===== src/rtl/bcd_convert_ctrl_if.sv =====
// ---------------------------------------------------------------------------
// bcd_convert_ctrl_if
// Request/result bundle for the signed binary to BCD converter.
//   start        : conversion request (requester -> converter)
//   signedInput  : 21-bit two's-complement operand (requester -> converter)
//   busy         : conversion in progress (converter -> requester)
//   done         : one-cycle result-valid pulse (converter -> requester)
//   sign         : last converted value was negative
//   overflow     : last magnitude exceeded 999999
//   binary1..6   : BCD digits, binary1 = ones, binary6 = hundred-thousands
// Modports: master = requester side, slave = converter side.
// ---------------------------------------------------------------------------
interface bcd_convert_ctrl_if;
    logic        start;
    logic [20:0] signedInput;
    logic        busy;
    logic        done;
    logic        sign;
    logic        overflow;
    logic [3:0]  binary1;
    logic [3:0]  binary2;
    logic [3:0]  binary3;
    logic [3:0]  binary4;
    logic [3:0]  binary5;
    logic [3:0]  binary6;

    modport master (
        output start, signedInput,
        input  busy, done, sign, overflow,
        input  binary1, binary2, binary3, binary4, binary5, binary6
    );

    modport slave (
        input  start, signedInput,
        output busy, done, sign, overflow,
        output binary1, binary2, binary3, binary4, binary5, binary6
    );
endinterface


===== src/rtl/bcd_convert_ctrl.sv =====
// ---------------------------------------------------------------------------
// bcd_convert_ctrl
// Converts a 21-bit two's-complement value into sign + six BCD digits using a
// serial double-dabble (one magnitude bit per clock, MSB first).
//
// Ports:
//   clk    : rising-edge clock for all state
//   reset  : synchronous, active-high reset
//   bus    : bcd_convert_ctrl_if.slave (start/signedInput in; busy, done,
//            sign, overflow, binary1..binary6 out)
//
// Sequence: IDLE accepts start and captures sign/magnitude; CONV performs 21
// add-3/shift steps; the last step's result is transferred to the output
// registers while entering DONE, which raises done for exactly one cycle.
// Results hold until the next transfer. Magnitudes above 999999 set overflow
// and force all digits to 9.
//
// Optional feature macro: BCD_LEADING_BLANK_EN
//   defined   : leading zero digits binary6..binary2 are output as 4'hF
//               (binary1 is never blanked; overflow forcing wins)
//   undefined : leading zeros are output as 4'h0, no blanking logic present
// ---------------------------------------------------------------------------
module bcd_convert_ctrl (
    input  logic                     clk,
    input  logic                     reset,
    bcd_convert_ctrl_if.slave        bus
);

    typedef enum logic [1:0] {
        ST_IDLE = 2'd0,
        ST_CONV = 2'd1,
        ST_DONE = 2'd2
    } state_t;

    localparam logic [4:0] LAST_STEP = 5'd20;

    state_t      state_r;
    logic [4:0]  cnt_r;
    logic [20:0] shift_r;      // magnitude, consumed MSB first
    logic [27:0] bcd_r;        // 7 working BCD nibbles (millions on top)
    logic        sign_cap_r;   // sign captured with the current request
    logic        busy_r;
    logic        done_r;
    logic        sign_r;
    logic        overflow_r;
    logic [23:0] digits_r;     // {binary6, ..., binary1}

    logic [27:0] bcd_adj_s;
    logic [27:0] bcd_next_s;
    logic        ovf_s;
    logic [23:0] digits_s;

    // Two's-complement magnitude; 21'h100000 maps onto 1048576 unchanged.
    function automatic logic [20:0] magnitude(input logic [20:0] v);
        logic [20:0] m;
        if (v[20]) begin
            m = (~v) + 21'd1;
        end else begin
            m = v;
        end
        return m;
    endfunction

    // Double-dabble correction: every nibble of 5 or more gets +3 so the
    // following shift carries correctly into the next decimal digit.
    function automatic logic [27:0] dabble_adjust(input logic [27:0] v);
        logic [27:0] r;
        for (int i = 0; i < 7; i++) begin
            if (v[i*4 +: 4] >= 4'd5) begin
                r[i*4 +: 4] = v[i*4 +: 4] + 4'd3;
            end else begin
                r[i*4 +: 4] = v[i*4 +: 4];
            end
        end
        return r;
    endfunction

`ifdef BCD_LEADING_BLANK_EN
    // Replace zero digits from the most significant end down to binary2 with
    // the blank code; stops at the first nonzero digit.
    function automatic logic [23:0] blank_leading(input logic [23:0] d);
        logic [23:0] r;
        logic        lead;
        r    = d;
        lead = 1'b1;
        for (int i = 5; i >= 1; i--) begin
            if (lead && (d[i*4 +: 4] == 4'd0)) begin
                r[i*4 +: 4] = 4'hF;
            end else begin
                lead = 1'b0;
            end
        end
        return r;
    endfunction
`endif

    // One double-dabble step and the formatted result that step would yield.
    always_comb begin
        bcd_adj_s  = dabble_adjust(bcd_r);
        bcd_next_s = {bcd_adj_s[26:0], shift_r[20]};
        // The millions nibble never reaches 5 for a 21-bit magnitude, so its
        // carry-out is folded into overflow only as a safety net.
        ovf_s      = bcd_adj_s[27] | (bcd_next_s[27:24] != 4'd0);
        if (ovf_s) begin
            digits_s = {6{4'd9}};
        end else begin
`ifdef BCD_LEADING_BLANK_EN
            digits_s = blank_leading(bcd_next_s[23:0]);
`else
            digits_s = bcd_next_s[23:0];
`endif
        end
    end

    // Control FSM with registered busy/done and the result transfer.
    always_ff @(posedge clk) begin
        if (reset) begin
            state_r    <= ST_IDLE;
            cnt_r      <= 5'd0;
            shift_r    <= 21'd0;
            bcd_r      <= 28'd0;
            sign_cap_r <= 1'b0;
            busy_r     <= 1'b0;
            done_r     <= 1'b0;
            sign_r     <= 1'b0;
            overflow_r <= 1'b0;
            digits_r   <= 24'd0;
        end else begin
            case (state_r)
                ST_IDLE: begin
                    done_r <= 1'b0;
                    if (bus.start) begin
                        state_r    <= ST_CONV;
                        busy_r     <= 1'b1;
                        cnt_r      <= 5'd0;
                        sign_cap_r <= bus.signedInput[20];
                        shift_r    <= magnitude(bus.signedInput);
                        bcd_r      <= 28'd0;
                    end else begin
                        state_r <= ST_IDLE;
                        busy_r  <= 1'b0;
                    end
                end

                ST_CONV: begin
                    bcd_r   <= bcd_next_s;
                    shift_r <= {shift_r[19:0], 1'b0};
                    if (cnt_r == LAST_STEP) begin
                        // Transfer uses this edge's step result directly.
                        state_r    <= ST_DONE;
                        busy_r     <= 1'b0;
                        done_r     <= 1'b1;
                        cnt_r      <= 5'd0;
                        sign_r     <= sign_cap_r;
                        overflow_r <= ovf_s;
                        digits_r   <= digits_s;
                    end else begin
                        state_r <= ST_CONV;
                        cnt_r   <= cnt_r + 5'd1;
                    end
                end

                ST_DONE: begin
                    state_r <= ST_IDLE;
                    busy_r  <= 1'b0;
                    done_r  <= 1'b0;
                end

                default: begin
                    state_r <= ST_IDLE;
                    cnt_r   <= 5'd0;
                    busy_r  <= 1'b0;
                    done_r  <= 1'b0;
                end
            endcase
        end
    end

    assign bus.busy     = busy_r;
    assign bus.done     = done_r;
    assign bus.sign     = sign_r;
    assign bus.overflow = overflow_r;
    assign bus.binary1  = digits_r[3:0];
    assign bus.binary2  = digits_r[7:4];
    assign bus.binary3  = digits_r[11:8];
    assign bus.binary4  = digits_r[15:12];
    assign bus.binary5  = digits_r[19:16];
    assign bus.binary6  = digits_r[23:20];

endmodule


===== src/flat_wrapper.sv =====
// flat-port wrapper written by rule: the top's interface ports become plain ports
module bcd_convert_ctrl_flat 
  (clk, reset, bus_start, bus_signedInput, bus_busy, bus_done, bus_sign, bus_overflow, bus_binary1, bus_binary2, bus_binary3, bus_binary4, bus_binary5, bus_binary6);
  bcd_convert_ctrl_if bus_i ();
  input  logic clk;
  input  logic reset;
  input wire logic [$bits(bus_i.start)-1:0] bus_start;
  input wire logic [$bits(bus_i.signedInput)-1:0] bus_signedInput;
  output wire logic [$bits(bus_i.busy)-1:0] bus_busy;
  output wire logic [$bits(bus_i.done)-1:0] bus_done;
  output wire logic [$bits(bus_i.sign)-1:0] bus_sign;
  output wire logic [$bits(bus_i.overflow)-1:0] bus_overflow;
  output wire logic [$bits(bus_i.binary1)-1:0] bus_binary1;
  output wire logic [$bits(bus_i.binary2)-1:0] bus_binary2;
  output wire logic [$bits(bus_i.binary3)-1:0] bus_binary3;
  output wire logic [$bits(bus_i.binary4)-1:0] bus_binary4;
  output wire logic [$bits(bus_i.binary5)-1:0] bus_binary5;
  output wire logic [$bits(bus_i.binary6)-1:0] bus_binary6;
  assign bus_i.start = bus_start;
  assign bus_i.signedInput = bus_signedInput;
  assign bus_busy = bus_i.busy;
  assign bus_done = bus_i.done;
  assign bus_sign = bus_i.sign;
  assign bus_overflow = bus_i.overflow;
  assign bus_binary1 = bus_i.binary1;
  assign bus_binary2 = bus_i.binary2;
  assign bus_binary3 = bus_i.binary3;
  assign bus_binary4 = bus_i.binary4;
  assign bus_binary5 = bus_i.binary5;
  assign bus_binary6 = bus_i.binary6;
  bcd_convert_ctrl u_core (.clk(clk), .reset(reset), .bus(bus_i));
endmodule

===== config.mk =====
export PLATFORM = sky130hd
export DESIGN_NAME = bcd_convert_ctrl_flat
export DESIGN_NICKNAME = d
export VERILOG_FILES = /design/src/rtl/bcd_convert_ctrl_if.sv /design/src/rtl/bcd_convert_ctrl.sv /design/src/flat_wrapper.sv
export SDC_FILE = /design/constraint.sdc
export NUM_CORES = 1
export LEC_CHECK = 0
export CAP_MARGIN = 20
export CORE_ASPECT_RATIO = 0.6
export CORE_MARGIN = 5
export CORE_UTILIZATION = 50
export CTS_CLUSTER_DIAMETER = 40
export CTS_CLUSTER_SIZE = 14
export DETAILED_ROUTE_END_ITERATION = 16
export PLACE_DENSITY_LB_ADDON = 0.1
export SYNTH_ARGS = -nofsm -noshare
export SYNTH_HDL_FRONTEND = slang
export SYNTH_SLANG_ARGS = --single-unit

===== constraint.sdc =====
create_clock -name clk -period 3.1 [get_ports clk]
set_input_delay 0.93 -clock clk [delete_from_list [all_inputs] [get_ports clk]]
set_output_delay 0.93 -clock clk [all_outputs]
set_load 0.05 [all_outputs]

==> results.md, run 1 <==
* Clock Latency Late Sink at 0.34 ns
* Net count, final at 544
* First-pass GRT wire length at 16900 um
* Vias in the first global route at 3325
* Worst Tran Pin Value at 1.08 ns
* Slew Limit Fails at 0
* First-pass DRT Iterations at 5
* CTS tree: done
* Clock slew at reported path FFs at 0.06 ns
* Leakage power at 1.83 nW
* Top_reg_cell synth: dfxtp_1
* Yosys reg bits at 85
* Post-synthesis net count at 483
* DP HPWL at 7290 um
* Die extent in x at 126 um
* Post-Route WL at 10300 um
* Rel. slew slack at 28.0%
* Setup Viol. Count Final at 0
* # clock sinks at 85
* Non-Filler Instances at 616
* Synth area leader: dfxtp_1
* Setup Fix Bufs, Post-CTS at 0
* Crit path launch type: input pin
* Vias/cell at 5.70
* Crit path required time at 3.38 ns
* Crit path arrival time at 3.08 ns
* CTS Buf Count at 9
* Max-cap viol count at 0
* Clock Tree Buf Depth at 2
* Synth warn at 0
* Post-synth top area share at 42.2%
* Synth top cells by count: dfxtp_1, nor2_1, o21ai_0, a22o_1, nand2_1
* Core ar. at 0.00785 mm^2
* Antenna cells at 0
* Tot GR Track Use at 21.1%
* Worst reg-to-reg setup slack at 0.81 ns
* Post-synth EDFFs at 0
* Gr ovfl total at 0
* Cells after Synth at 442
* Placed inst area at 0.00472 mm^2
* Area growth syn-to-layout at 24.9%
* Synth cell types at 42
* Syn_area_per_cell at 9.12 um^2
* Status: completed
* CTS root buf: clkbuf_16
* Clock skew at 0.00388 ns
* CP Capture Type: register
* IO Pins at 52
* FILL cells at 679
* Crit Path Max Fanout at 2
* Synth async-reset ratio at 0%
* Num rows at 25
* Pin count of the biggest net entering global routing at 28
* Min-Delay Path Class: reg2reg
* Hold_buf cts at 0
* Via count at 3513
* Max IR drop VDD at 0.000308 V
* Remaining DRCs at 0
* Final period util at 90.4%
* Critical path class: in2reg
* Initial antenna violation count at 0
* Drt wl/cell at 16.7 um
* GP Congestion at 0.759
* Layout cell share with drive strength beyond 1 at 8.86%
* Initial Utilization at 51.3%
* F_max at 357 MHz
* Die span in y at 79.6 um
* Fin crit period at 2.80 ns
* PD cells at 495 mW/mm^2
* I/O Buffers at 51
* Final instance area at 0.00504 mm^2
* Dominant cells by area after synthesis: dfxtp_1, a22o_1, ha_1
* Top-count cell post-synth: dfxtp_1
* Area of the mapped netlist at 0.00403 mm^2
* Resized cells post-CTS at 0
* RSZ-0062 raised after global routing: false
* Seq/Total Area, Yosys at 42.2%
* Placed Cells at 600
* 1st-iter DRT viols at 316
* Post-route ant nets at 0
* Final Hold Viols at 0
* H-tree depth at 3
* Full die area at 0.0100 mm^2
==> worst paths after layout <==
path | start | depth (start not counted) | endpoint
max | bus_signedInput[13] | 6 | u_core.shift_r[20]$_SDFFE_PP0P_
min | u_core.sign_cap_r$_SDFFE_PP0P_ | 2 | u_core.sign_cap_r$_SDFFE_PP0P_
min reg2reg | u_core.sign_cap_r$_SDFFE_PP0P_ | 2 | u_core.sign_cap_r$_SDFFE_PP0P_
max reg2reg | u_core.cnt_r[0]$_SDFFE_PP0P_ | 7 | u_core.digits_r[17]$_SDFFE_PP0P_
==> critical path, stage by stage <==
cell	delay [ns]
clkdlybuf4s50_1	0.41
or4_1	0.55
or3_1	0.34
or3_1	0.30
or4_1	0.40
a21oi_1	0.15
==> state kept, by name (all words and copies together), names as in the netlist <==
name	count
u_core.bus.overflow	1
u_core.bus.busy	1
u_core.bus.done	1
u_core.sign_cap_r	1
u_core.bus.sign	1
u_core.state_r	2
u_core.shift_r	21
u_core.bcd_r	28
u_core.digits_r	24
u_core.cnt_r	5
==> layout by cell type (no fill, tap or decap), types with 5 or more instances in the layout <==
| cell | netlist | routed |
|---|---|---|
| nand2b_1 | 11 | 11 |
| buf_4 | 0 | 19 |
| xnor2_1 | 16 | 16 |
| nor3_1 | 11 | 11 |
| nor2_1 | 40 | 40 |
| a311oi_1 | 5 | 5 |
| o22ai_1 | 8 | 8 |
| inv_1 | 22 | 22 |
| o21ai_0 | 33 | 32 |
| clkbuf_16 | 0 | 9 |
| nand2_1 | 25 | 25 |
| clkdlybuf4s50_1 | 0 | 51 |
| a22o_1 | 25 | 25 |
| a211oi_1 | 8 | 8 |
| a222oi_1 | 8 | 8 |
| a22oi_1 | 13 | 13 |
| ha_1 | 17 | 17 |
| xor2_1 | 13 | 13 |
| a21oi_1 | 23 | 23 |
| nor3b_1 | 9 | 9 |
| dfxtp_1 | 85 | 85 |
| or3b_2 | 6 | 6 |
| mux2i_1 | 8 | 8 |
==> logic make-up after synthesis <==
kind of cell	count (synthesis)	share of synthesized area (%)
AO/OA/AOI/OAI	137	23.3
AND/OR/NAND/NOR	122	15.7
flip-flops	85	42.2
buffers and inverters	44	5.28
XOR/XNOR	29	6.30
adder cells (fa/ha/maj)	17	5.28
multiplexers	8	1.99
==> area by class of cell <==
class                           count  area, um^2  area share [%]
Clock inverter                      7        90.1            1.79
Tap cell                          108         135            2.68
Sequential cell                    85        1700            33.8
Timing Repair Buffer               72         684            13.6
Inverter                           22        82.6            1.64
Multi-Input combinational cell    313        2120            42.0
Clock buffer                        9         225            4.47
==> report_power, final <==
part           switching [W]  leakage, nW  internal (W)
Sequential         0.0000172        0.689       0.00112
Clock               0.000440        0.151      0.000701
Combinational       0.000121        0.992     0.0000963
Total               0.000579         1.83       0.00192
==> stage by stage <==
| step | TNS (ns) | worst slack (ns) | hold slack (ns) | utilization [%] | total power, W |
|---|---|---|---|---|---|
| global placement | -0.0302 | -0.0292 | 0.435 | 60.0 | 0.00137 |
| floorplan | 0 | 0.444 | 0.433 | - | 0.00128 |
| finish | 0 | 0.297 | 0.457 | 64.1 | 0.00249 |
| detailed placement | -0.0661 | -0.0389 | 0.451 | 60.1 | 0.00137 |
| global route | 0 | 0.173 | 0.483 | 64.1 | 0.00258 |
| CTS | 0 | 0.318 | 0.459 | 64.1 | 0.00251 |
==> metal layers <==
layer | GRT usage [%] | wire [um] | vias up
met2 | 31.7 | 4370 | 84
met4 | 6.42 | 127 | 0
met5 | 0 | 0 | -
li1 | - | - | 1740
met1 | 29.7 | 5220 | 1676
met3 | 5.48 | 541 | 13
Power figures use the tool's default switching activity.
==> run 2, diff against run 1 <==
CELL_PAD_IN_SITES_DETAIL_PLACEMENT = 1   (was default)
CELL_PAD_IN_SITES_GLOBAL_PLACEMENT = 1   (was default)
CORE_UTILIZATION = 38   (was 50)
clock period = 2.4 ns   (was 3.1 ns; I/O delays follow)
==> results.md, run 2 (same netlist as run 1, synthesis figures left out) <==
* Hold Crit Endpoint: u_core.bus.done$_SDFFE_PP0P_
* DP HPWL at 8350 um (+15%)
* Non-Filler Instances at 671 (+8.9%)
* CTS root buf: clkbuf_16
* Post-route ant nets at 0 (unchanged)
* RSZ-0062 raised after global routing: true
* Drt wl/cell at 17.3 um (+4.0%)
* Setup Viol. Count Final at 0 (unchanged)
* RR Endpoint: u_core.digits_r[11]$_SDFFE_PP0P_
* Most frequent cells in the layout: dfxtp_1, clkdlybuf4s50_1, buf_4
* 1st-iter DRT viols at 176 (-44%)
* Initial antenna violation count at 0 (unchanged)
* Remaining DRCs at 0 (unchanged)
* Rel. slew slack at 60.3% (+32 points)
* Area growth syn-to-layout at 32.3%
* F_max at 422 MHz
* Full die area at 0.0128 mm^2 (+28%)
* Slowest CP cell: or4_4
* Fin crit period at 2.37 ns
* Slew Limit Fails at 0 (unchanged)
* CTS Buf Count at 9 (unchanged)
* IO Pins at 52 (unchanged)
* Layout cell share with drive strength beyond 1 at 15.6% (+6.7 points)
* FF-to-FF Start: u_core.cnt_r[0]$_SDFFE_PP0P_
* Post-Route WL at 11600 um (+13%)
* Largest regs: u_core.bcd_r (28), u_core.digits_r (24), u_core.shift_r (21)
* Vias/cell at 5.43 (-4.8%)
* FILL cells at 1202 (+77%)
* First-pass DRT Iterations at 5 (unchanged)
* Initial Utilization at 38.6% (-13 points)
* Most common cell after layout, fill and taps aside: dfxtp_1
* PD cells at 618 mW/mm^2 (+25%)
* Max reg flops at 28 (unchanged)
* Crit Path Max Fanout at 2 (unchanged)
* Cell breakdown of the critical path: buf_6 > or4_4 > or3_1 > or3_1 > or4_4 > a21oi_2
* H-tree depth at 3 (unchanged)
* First-pass GRT wire length at 19400 um (+15%)
* Vias in the first global route at 3858 (+16%)
* Placed Cells at 653 (+8.8%)
* Critical path class: in2reg
* Crit path arrival time at 2.65 ns (-0.43 ns)
* Critical Path Stages at 6 (unchanged)
* Clock Tree Buf Depth at 2 (unchanged)
* Crit path launch type: input pin
* CP delay by family, top: simple AND/OR/NAND/NOR gates
* Buf/Inv on CP at 1 (unchanged)
* Hold Path Depth at 2 (unchanged)
* Final Hold Viols at 0 (unchanged)
* Die span in y at 89.8 um (+13%)
* Worst Tran Pin Value at 0.594 ns (-0.482 ns)
* Final Power at 0.00330 W (+32%)
* Final period util at 98.7%
* CP peak stage delay at 0.53 ns (-0.02 ns)
* Worst reg-to-reg setup slack at 0.27 ns (-0.54 ns)
* Clock slew at reported path FFs at 0.06 ns (about the same)
* GP Congestion at 0.822 (+8.4%)
* CP Capture Type: register
* Max IR drop VDD at 0.000402 V (+31%)
* Pin count of the biggest net entering global routing at 32 (+14%)
* Tot GR Track Use at 18.8% (-2.3 points)
* Max-cap viol count at 0 (unchanged)
* Net count, final at 568 (+4.4%)
* Num rows at 29 (+16%)
* Crit path required time at 2.68 ns (-0.70 ns)
* Via count at 3643 (+3.7%)
* CTS tree: done
* # clock sinks at 85 (unchanged)
* Antenna cells at 0 (unchanged)
* Largest reg by FF count: u_core.bcd_r
* Final core utilization at 51.0% (-13 points)
* Hold Crit Start: u_core.bus.done$_SDFFE_PP0P_
* Min-Delay Path Class: reg2reg
* Status: completed
* I/O Buffers at 51 (unchanged)
* Die extent in x at 143 um (+14%)
* Clock skew at 0.00805 ns (+0.00417 ns)
* Core ar. at 0.0105 mm^2 (+33%)
* Worst reg2reg path depth at 8 (+1)
* Leakage power at 1.98 nW (+7.9%)
* Gr ovfl total at 0 (unchanged)
* Clock Latency Late Sink at 0.35 ns (about the same)
run 2: timing repair:
item / in CTS / in global routing
gates resized for setup: 19 / 10
buffers inserted: 1 / 0
hold buffers: 0 / 0
endpoints found under the setup margin: 4 / 9
pin swaps: 5 / 5
run 2: how the worst max path moves through the flow:
stage,start,end
after detailed placement,bus_signedInput[13],u_core.shift_r[19]$_SDFFE_PP0P_
after CTS,bus_signedInput[12],u_core.shift_r[20]$_SDFFE_PP0P_
after global routing,bus_signedInput[0],u_core.shift_r[7]$_SDFFE_PP0P_
final,bus_signedInput[12],u_core.shift_r[20]$_SDFFE_PP0P_
after global placement,bus_signedInput[13],u_core.shift_r[20]$_SDFFE_PP0P_
after floorplan,bus_signedInput[13],u_core.shift_r[20]$_SDFFE_PP0P_
run 2: layer usage:
metal	vias to the layer above	part of all wire (%)	track usage (%)
met2	68	42	27.5
li1	1790	-	-
met5	-	0	0
met1	1770	51	26.9
met3	15	5.4	5.04
met4	0	1.3	5.78
run 2: layout make-up:
class / instances / area, um^2 / share of cell area (%)
multi-input combinational: 313 / 2190 / 41.0
sequential: 85 / 1700 / 31.9
timing repair buffer: 96 / 872 / 16.4
clock buffer: 10 / 229 / 4.29
tap: 139 / 174 / 3.26
clock inverter: 6 / 86.3 / 1.62
inverter: 22 / 82.6 / 1.55
run 2: stage by stage:
stage / worst slack [ns] / hold WS (ns) / area [um^2] / setup TNS (ns)
after floorplan: -0.0459 / 0.433 / 4030 / -0.0459
after global placement: -0.556 / 0.446 / 4940 / -3.78
after detailed placement: -0.582 / 0.461 / 4940 / -4.56
after CTS: -0.0553 / 0.470 / 5270 / -0.0553
after global routing: -0.0674 / 0.491 / 5330 / -0.115
final: 0.0312 / 0.467 / 5330 / 0
run 2: where the power goes:
part	internal, W	switching (W)	leakage, nW
logic	0.000151	0.000172	1.14
registers	0.00144	0.0000234	0.689
clock network	0.000912	0.000594	0.153
run 2: worst reg2reg max path, delay by kind of cell, from the launching register on:
kind,cells,cell delay (ns)
fa+ha+maj,1,0.14
flops,1,0.35
compound gates,2,0.31
buf+inv,2,0.33
simple gates,3,0.88
